File: config.mk
export PLATFORM = sky130hd
export DESIGN_NAME = regfile_wb_unit
export DESIGN_NICKNAME = d
export VERILOG_FILES = /design/src/rtl/riscv_pkg.sv /design/src/rtl/wb_fifo.sv /design/src/rtl/regfile_wb_unit.sv
export SDC_FILE = /design/constraint.sdc
export NUM_CORES = 1
export LEC_CHECK = 0
export ABC_AREA = 0
export CAP_MARGIN = 20
export CORE_ASPECT_RATIO = 0.8
export CORE_MARGIN = 3
export CORE_UTILIZATION = 40
export CTS_CLUSTER_DIAMETER = 200
export DETAILED_ROUTE_END_ITERATION = 16
export SLEW_MARGIN = 20
export SYNTH_ARGS = -nofsm -noshare
export SYNTH_HDL_FRONTEND = slang
export SYNTH_SLANG_ARGS = --single-unit
File: constraint.sdc
create_clock -name clk -period 6.2 [get_ports clk]
set_clock_uncertainty 0.2 [all_clocks]
set_input_delay 1.24 -clock clk [delete_from_list [all_inputs] [get_ports clk]]
set_output_delay 1.24 -clock clk [all_outputs]
set_load 0.1 [all_outputs]
File: src/rtl/riscv_pkg.sv
// Shared RISC-V core types and widths, plus helpers that size write-buffer
// pointers and counters from a buffer depth.
package riscv_pkg;

   localparam int XLEN       = 32;
   localparam int REG_ADDR_W = 5;

   typedef struct packed {
      logic [REG_ADDR_W-1:0] rd;
      logic [XLEN-1:0]       data;
   } wb_entry_t;

   // A one-entry buffer still needs a one-bit pointer.
   function automatic int ptr_w(input int depth);
      if (depth > 1) begin
         return $clog2(depth);
      end else begin
         return 1;
      end
   endfunction

   function automatic int cnt_w(input int depth);
      return $clog2(depth + 1);
   endfunction

endpackage

File: src/rtl/wb_fifo.sv
// Circular writeback buffer: storage, wrapping pointers and occupancy count.
// Presents its contents oldest-first so callers can scan entries by age.
module wb_fifo
   import riscv_pkg::*;
#(
   parameter int DEPTH = 4
) (
   input  logic             clk,
   input  logic             rst_n,
   input  logic             push,
   input  wb_entry_t        push_entry,
   input  logic             pop,
   output logic             full,
   output wb_entry_t        aged       [DEPTH],
   output logic [DEPTH-1:0] aged_valid
);

   localparam int AW = ptr_w(DEPTH);
   localparam int CW = cnt_w(DEPTH);

   logic [AW-1:0] wr_ptr_r;
   logic [AW-1:0] rd_ptr_r;
   logic [CW-1:0] count_r;
   wb_entry_t     mem_r [DEPTH];
   logic          do_push_s;
   logic          do_pop_s;

   function automatic logic [AW-1:0] ptr_inc(input logic [AW-1:0] p);
      if (p == AW'(DEPTH - 1)) begin
         return {AW{1'b0}};
      end else begin
         return p + AW'(1);
      end
   endfunction

   assign full      = (count_r == CW'(DEPTH));
   assign do_push_s = push && !full;
   assign do_pop_s  = pop && (count_r != {CW{1'b0}});

   always_ff @(posedge clk or negedge rst_n) begin
      if (!rst_n) begin
         wr_ptr_r <= {AW{1'b0}};
         rd_ptr_r <= {AW{1'b0}};
         count_r  <= {CW{1'b0}};
      end else begin
         if (do_push_s) begin
            wr_ptr_r <= ptr_inc(wr_ptr_r);
         end
         if (do_pop_s) begin
            rd_ptr_r <= ptr_inc(rd_ptr_r);
         end
         case ({do_push_s, do_pop_s})
            2'b10:   count_r <= count_r + CW'(1);
            2'b01:   count_r <= count_r - CW'(1);
            default: count_r <= count_r;
         endcase
      end
   end

   // Payload storage needs no reset: unoccupied slots are masked by aged_valid.
   always_ff @(posedge clk) begin
      if (do_push_s) begin
         mem_r[wr_ptr_r] <= push_entry;
      end
   end

   always_comb begin
      aged       = '{default: '0};
      aged_valid = {DEPTH{1'b0}};
      for (int i = 0; i < DEPTH; i++) begin
         aged[i]       = mem_r[AW'((int'(rd_ptr_r) + i) % DEPTH)];
         aged_valid[i] = (CW'(i) < count_r);
      end
   end

endmodule

File: src/rtl/regfile_wb_unit.sv
// Writeback buffer between MEM and the register-file write port, with
// decode-stage hazard lookup. Define WB_FWD_EN to forward pending data.
module regfile_wb_unit
   import riscv_pkg::*;
#(
   parameter int DEPTH = 4
) (
   input  logic                  clk,
   input  logic                  rst_n,
   input  logic                  in_valid,
   output logic                  in_ready,
   input  logic [REG_ADDR_W-1:0] in_rd,
   input  logic [XLEN-1:0]       in_data,
   output logic                  wen,
   output logic [REG_ADDR_W-1:0] rd,
   output logic [XLEN-1:0]       rd_v,
   input  logic                  wr_grant,
   input  logic [REG_ADDR_W-1:0] rs1_q,
   input  logic [REG_ADDR_W-1:0] rs2_q,
   output logic                  rs1_busy,
   output logic                  rs2_busy,
   output logic [XLEN-1:0]       rs1_fwd_v,
   output logic [XLEN-1:0]       rs2_fwd_v
);

   logic             full_s;
   logic             push_s;
   logic             pop_s;
   wb_entry_t        push_entry_s;
   wb_entry_t        aged_s [DEPTH];
   logic [DEPTH-1:0] aged_valid_s;
   logic [DEPTH-1:0] rs1_match_s;
   logic [DEPTH-1:0] rs2_match_s;

   // x0 writebacks are handshaken normally but never stored.
   assign in_ready     = !full_s;
   assign push_s       = in_valid && in_ready && (in_rd != {REG_ADDR_W{1'b0}});
   assign push_entry_s = '{rd: in_rd, data: in_data};
   assign pop_s        = wen && wr_grant;

   wb_fifo #(
      .DEPTH (DEPTH)
   ) u_fifo (
      .clk        (clk),
      .rst_n      (rst_n),
      .push       (push_s),
      .push_entry (push_entry_s),
      .pop        (pop_s),
      .full       (full_s),
      .aged       (aged_s),
      .aged_valid (aged_valid_s)
   );

   assign wen  = aged_valid_s[0];
   assign rd   = aged_valid_s[0] ? aged_s[0].rd   : {REG_ADDR_W{1'b0}};
   assign rd_v = aged_valid_s[0] ? aged_s[0].data : {XLEN{1'b0}};

   // An entry being popped this cycle is still pending, since state is registered.
   always_comb begin
      rs1_match_s = {DEPTH{1'b0}};
      rs2_match_s = {DEPTH{1'b0}};
      for (int i = 0; i < DEPTH; i++) begin
         rs1_match_s[i] = aged_valid_s[i] && (aged_s[i].rd == rs1_q)
                          && (rs1_q != {REG_ADDR_W{1'b0}});
         rs2_match_s[i] = aged_valid_s[i] && (aged_s[i].rd == rs2_q)
                          && (rs2_q != {REG_ADDR_W{1'b0}});
      end
   end

   assign rs1_busy = |rs1_match_s;
   assign rs2_busy = |rs2_match_s;

`ifdef WB_FWD_EN
   // Scan oldest to youngest so the youngest match is the one that sticks.
   always_comb begin
      rs1_fwd_v = {XLEN{1'b0}};
      rs2_fwd_v = {XLEN{1'b0}};
      for (int i = 0; i < DEPTH; i++) begin
         if (rs1_match_s[i]) begin
            rs1_fwd_v = aged_s[i].data;
         end else begin
            rs1_fwd_v = rs1_fwd_v;
         end
         if (rs2_match_s[i]) begin
            rs2_fwd_v = aged_s[i].data;
         end else begin
            rs2_fwd_v = rs2_fwd_v;
         end
      end
   end
`else
   assign rs1_fwd_v = {XLEN{1'b0}};
   assign rs2_fwd_v = {XLEN{1'b0}};
`endif

endmodule
==> flow_metrics.py <==
metrics = {
    "timing": {
        "period_minus_slack_ns": 5.11,
        "finalSetupTns_ns": 0,
        "maxClockFrequency_mhz": 196,
        "period_share_pct": 82.5,
        "worst_pin_slew_ns": 1.06,
        "setup_violations": 0,
        "slew_viol_final": 0,
        "hold_viol": 0,
        "rsz0062_at_grt": "false",
        "relSlewSlack_pct": 29.6,
    },
    "setup_path": {
        "crit_type": "flip-flop to primary output",
        "cp_cell_sequence": "buf_4, mux4_1, xor2_1, nor4_1, a31oi_1, a21oi_1, buf_4",
        "end_kind": "primary output",
        "worst_setup_path_start_kind": "flip-flop",
        "required_ns": 4.76,
        "crit_path_frequent_cell": "buf_4",
        "path_max_fanout": 35,
        "crit_arrival_ns": 3.67,
        "slowest_stage": "dfrtp_4",
        "slowest_delay_ns": 0.82,
    },
    "flow_run": {
        "cap_violations": 0,
    },
    "final_layout": {
        "drive_gt1_share_pct": 15.0,
        "fill_cells": 1586,
        "antenna_cells": 0,
        "area_growth_syn_to_layout_pct": 19.0,
        "fin_nets": 612,
    },
    "place": {
        "port_buffers": 91,
        "routabilityCongestion": 0.796,
        "dp_hpwl_um": 9560,
    },
    "cts": {
        "clk_latency_ns": 0.42,
        "cts-root-buf": "clkbuf_16",
        "cts-resized-gates": 0,
        "cts_hold_buf": 0,
        "clk_pin_slew_ns": 0.06,
        "clock_path_buffers": 2,
        "numCtsBuffers": 17,
        "cts_tree": "done",
        "cts.sinks": 155,
        "ctsHtreeMaxLevel": 4,
        "cts_setup_buffers": 0,
    },
    "synth": {
        "ys_ff_latch": 155,
        "synth_area_mm2": 0.00758,
        "netlist_instances": 466,
        "netlist_top_cells_count": "edfxtp_1, buf_4, mux4_2",
        "avgSynthCellArea_um2": 16.3,
        "synthArstFlopShare_pct": 4.52,
        "synth_top_area_share_pct": 58.6,
        "yosys.cell_count.top_type": "edfxtp_1",
        "synth_seq_area_share_pct": 60.9,
        "synth_warnings": 0,
        "synth_top_cell_by_area": "edfxtp_1",
        "synth_ff_type": "edfxtp_1",
        "synth.distinct_cells": 37,
        "ys_top_cells_by_area": "edfxtp_1, mux4_2, buf_4, xnor2_1, nor2b_1",
        "synth_edf_count": 148,
    },
    "drt": {
        "wl_per_cell_um": 18.1,
        "dr.pass1.iters": 4,
        "dr.first_iter.drc_count": 274,
        "num_vias": 3936,
        "post-route-drc-count": 0,
        "finalWirelength_um": 14800,
        "via_per_inst": 4.81,
        "antenna_left": 0,
    },
    "die": {
        "fp.dieArea_mm2": 0.0207,
        "core_region_area_mm2": 0.0184,
        "die_y_um": 129,
        "start_util_pct": 41.2,
        "fp.dieW_um": 160,
        "pin_count": 156,
        "rows": 44,
    },
    "worst_hold_path": {
        "holdCritPathClass": "flip-flop to flip-flop",
    },
    "global_routing": {
        "grt_start_max_net_pins": 46,
        "grt_use_met3_pct": 4.83,
        "use_met2_pct": 23.8,
        "gr-total-overflow": 0,
        "grt_antenna_before_repair": 0,
        "grt.busiest_layer": "met2",
        "use_met1_pct": 19.0,
        "grt_use_total_pct": 14.6,
        "grt_pass1_wl_um": 22500,
        "grt_pass1_vias": 4083,
    },
    "outcome": {
        "status": "completed",
    },
}
cell type report:
class	count	area (µm²)	area share, %
multi-input cells	275	2530	28.1
flip-flops and latches	155	4620	51.2
clock inverters	12	146	1.62
repair buffers	95	936	10.4
clock buffers	20	437	4.84
inverters	8	30.0	0.333
well taps	253	317	3.51
worst max-delay path: cells and delay by family, from the launching register on:
family	cells	cell delay, ns
buffers and inverters	2	0.87
DFF	1	0.82
muxes	1	0.68
AOI/OAI and AO/OA	2	0.38
and+or+nand+nor	1	0.28
xor gates and xnor gates	1	0.17
final timing paths:
path,cells past startpoint,slack (ns),to,startpoint
min in group asynchronous,1,0.89,u_fifo.wr_ptr_r[0],rst_n
max in group asynchronous,1,4.63,u_fifo.rd_ptr_r[0],rst_n
min reg2reg,1,0.39,u_fifo.count_r[0],u_fifo.count_r[0]
max,7,1.09,rs2_busy,u_fifo.rd_ptr_r[0]
max reg2reg,6,3.31,u_fifo.mem_r[1][23],u_fifo.count_r[0]
min,1,0.39,u_fifo.count_r[0],u_fifo.count_r[0]
cell usage in the layout, fill, tap and decap left out, types with 3 or more instances in the layout:
master             n
mux4_1             5
nor2b_1           32
nand2_1            7
nor2_1             8
edfxtp_1         148
a21oi_1            5
clkinv_2           3
clkbuf_16         17
bufinv_16          3
clkdlybuf4s50_1   89
mux2i_1           13
nand4_1            5
dfrtp_1            5
ha_1               9
conb_1            64
clkbuf_1           3
and2_2             3
and2_1             4
mux4_2            41
xnor2_1           29
o21ai_0            6
xor2_1            17
nor3_1             8
buf_4              6
inv_1              8
sequential cells by signal, indices dropped and copies added, names as in the netlist:
signal           count
u_fifo.wr_ptr_r      2
u_fifo.rd_ptr_r      2
u_fifo.count_r       3
u_fifo.mem_r       148
per-layer routing:
metal | vias to the layer above | wire length (µm)
met5 | - | 0
met4 | 0 | 138
met3 | 10 | 1010
met2 | 136 | 6980
met1 | 1997 | 6690
li1 | 1793 | -
cell families (layout without fill, tap and decap cells):
logic type      after synthesis  after routing  share of synthesized area, %
buf+inv                      99            135                          8.94
fa+ha+maj                     9              9                          1.48
other cells                   1             64                        0.0494
simple gates                 77             77                          5.81
compound gates               17             17                          1.32
flops                       155            155                          60.9
mux                          62             62                          16.2
xor+xnor                     46             46                          5.31
metrics by stage:
| step | hold WS, ns | worst slack, ns | utilization [%] | instance area (µm²) | cells |
|---|---|---|---|---|---|
| CTS | 0.393 | 1.02 | 49.1 | 9020 | 818 |
| global route | 0.428 | 0.749 | 49.1 | 9020 | 818 |
| finish | 0.392 | 1.09 | 49.1 | 9020 | 818 |
| global placement | 0.380 | 1.49 | 45.9 | 8440 | 786 |
| detailed placement | 0.374 | 1.47 | 45.9 | 8440 | 786 |
| floorplan | 0.312 | 1.25 | - | 7820 | 529 |
Power is left out: the tool's default activity adds up to more than one toggle a clock period on the data nets, which glitch-free logic cannot reach.
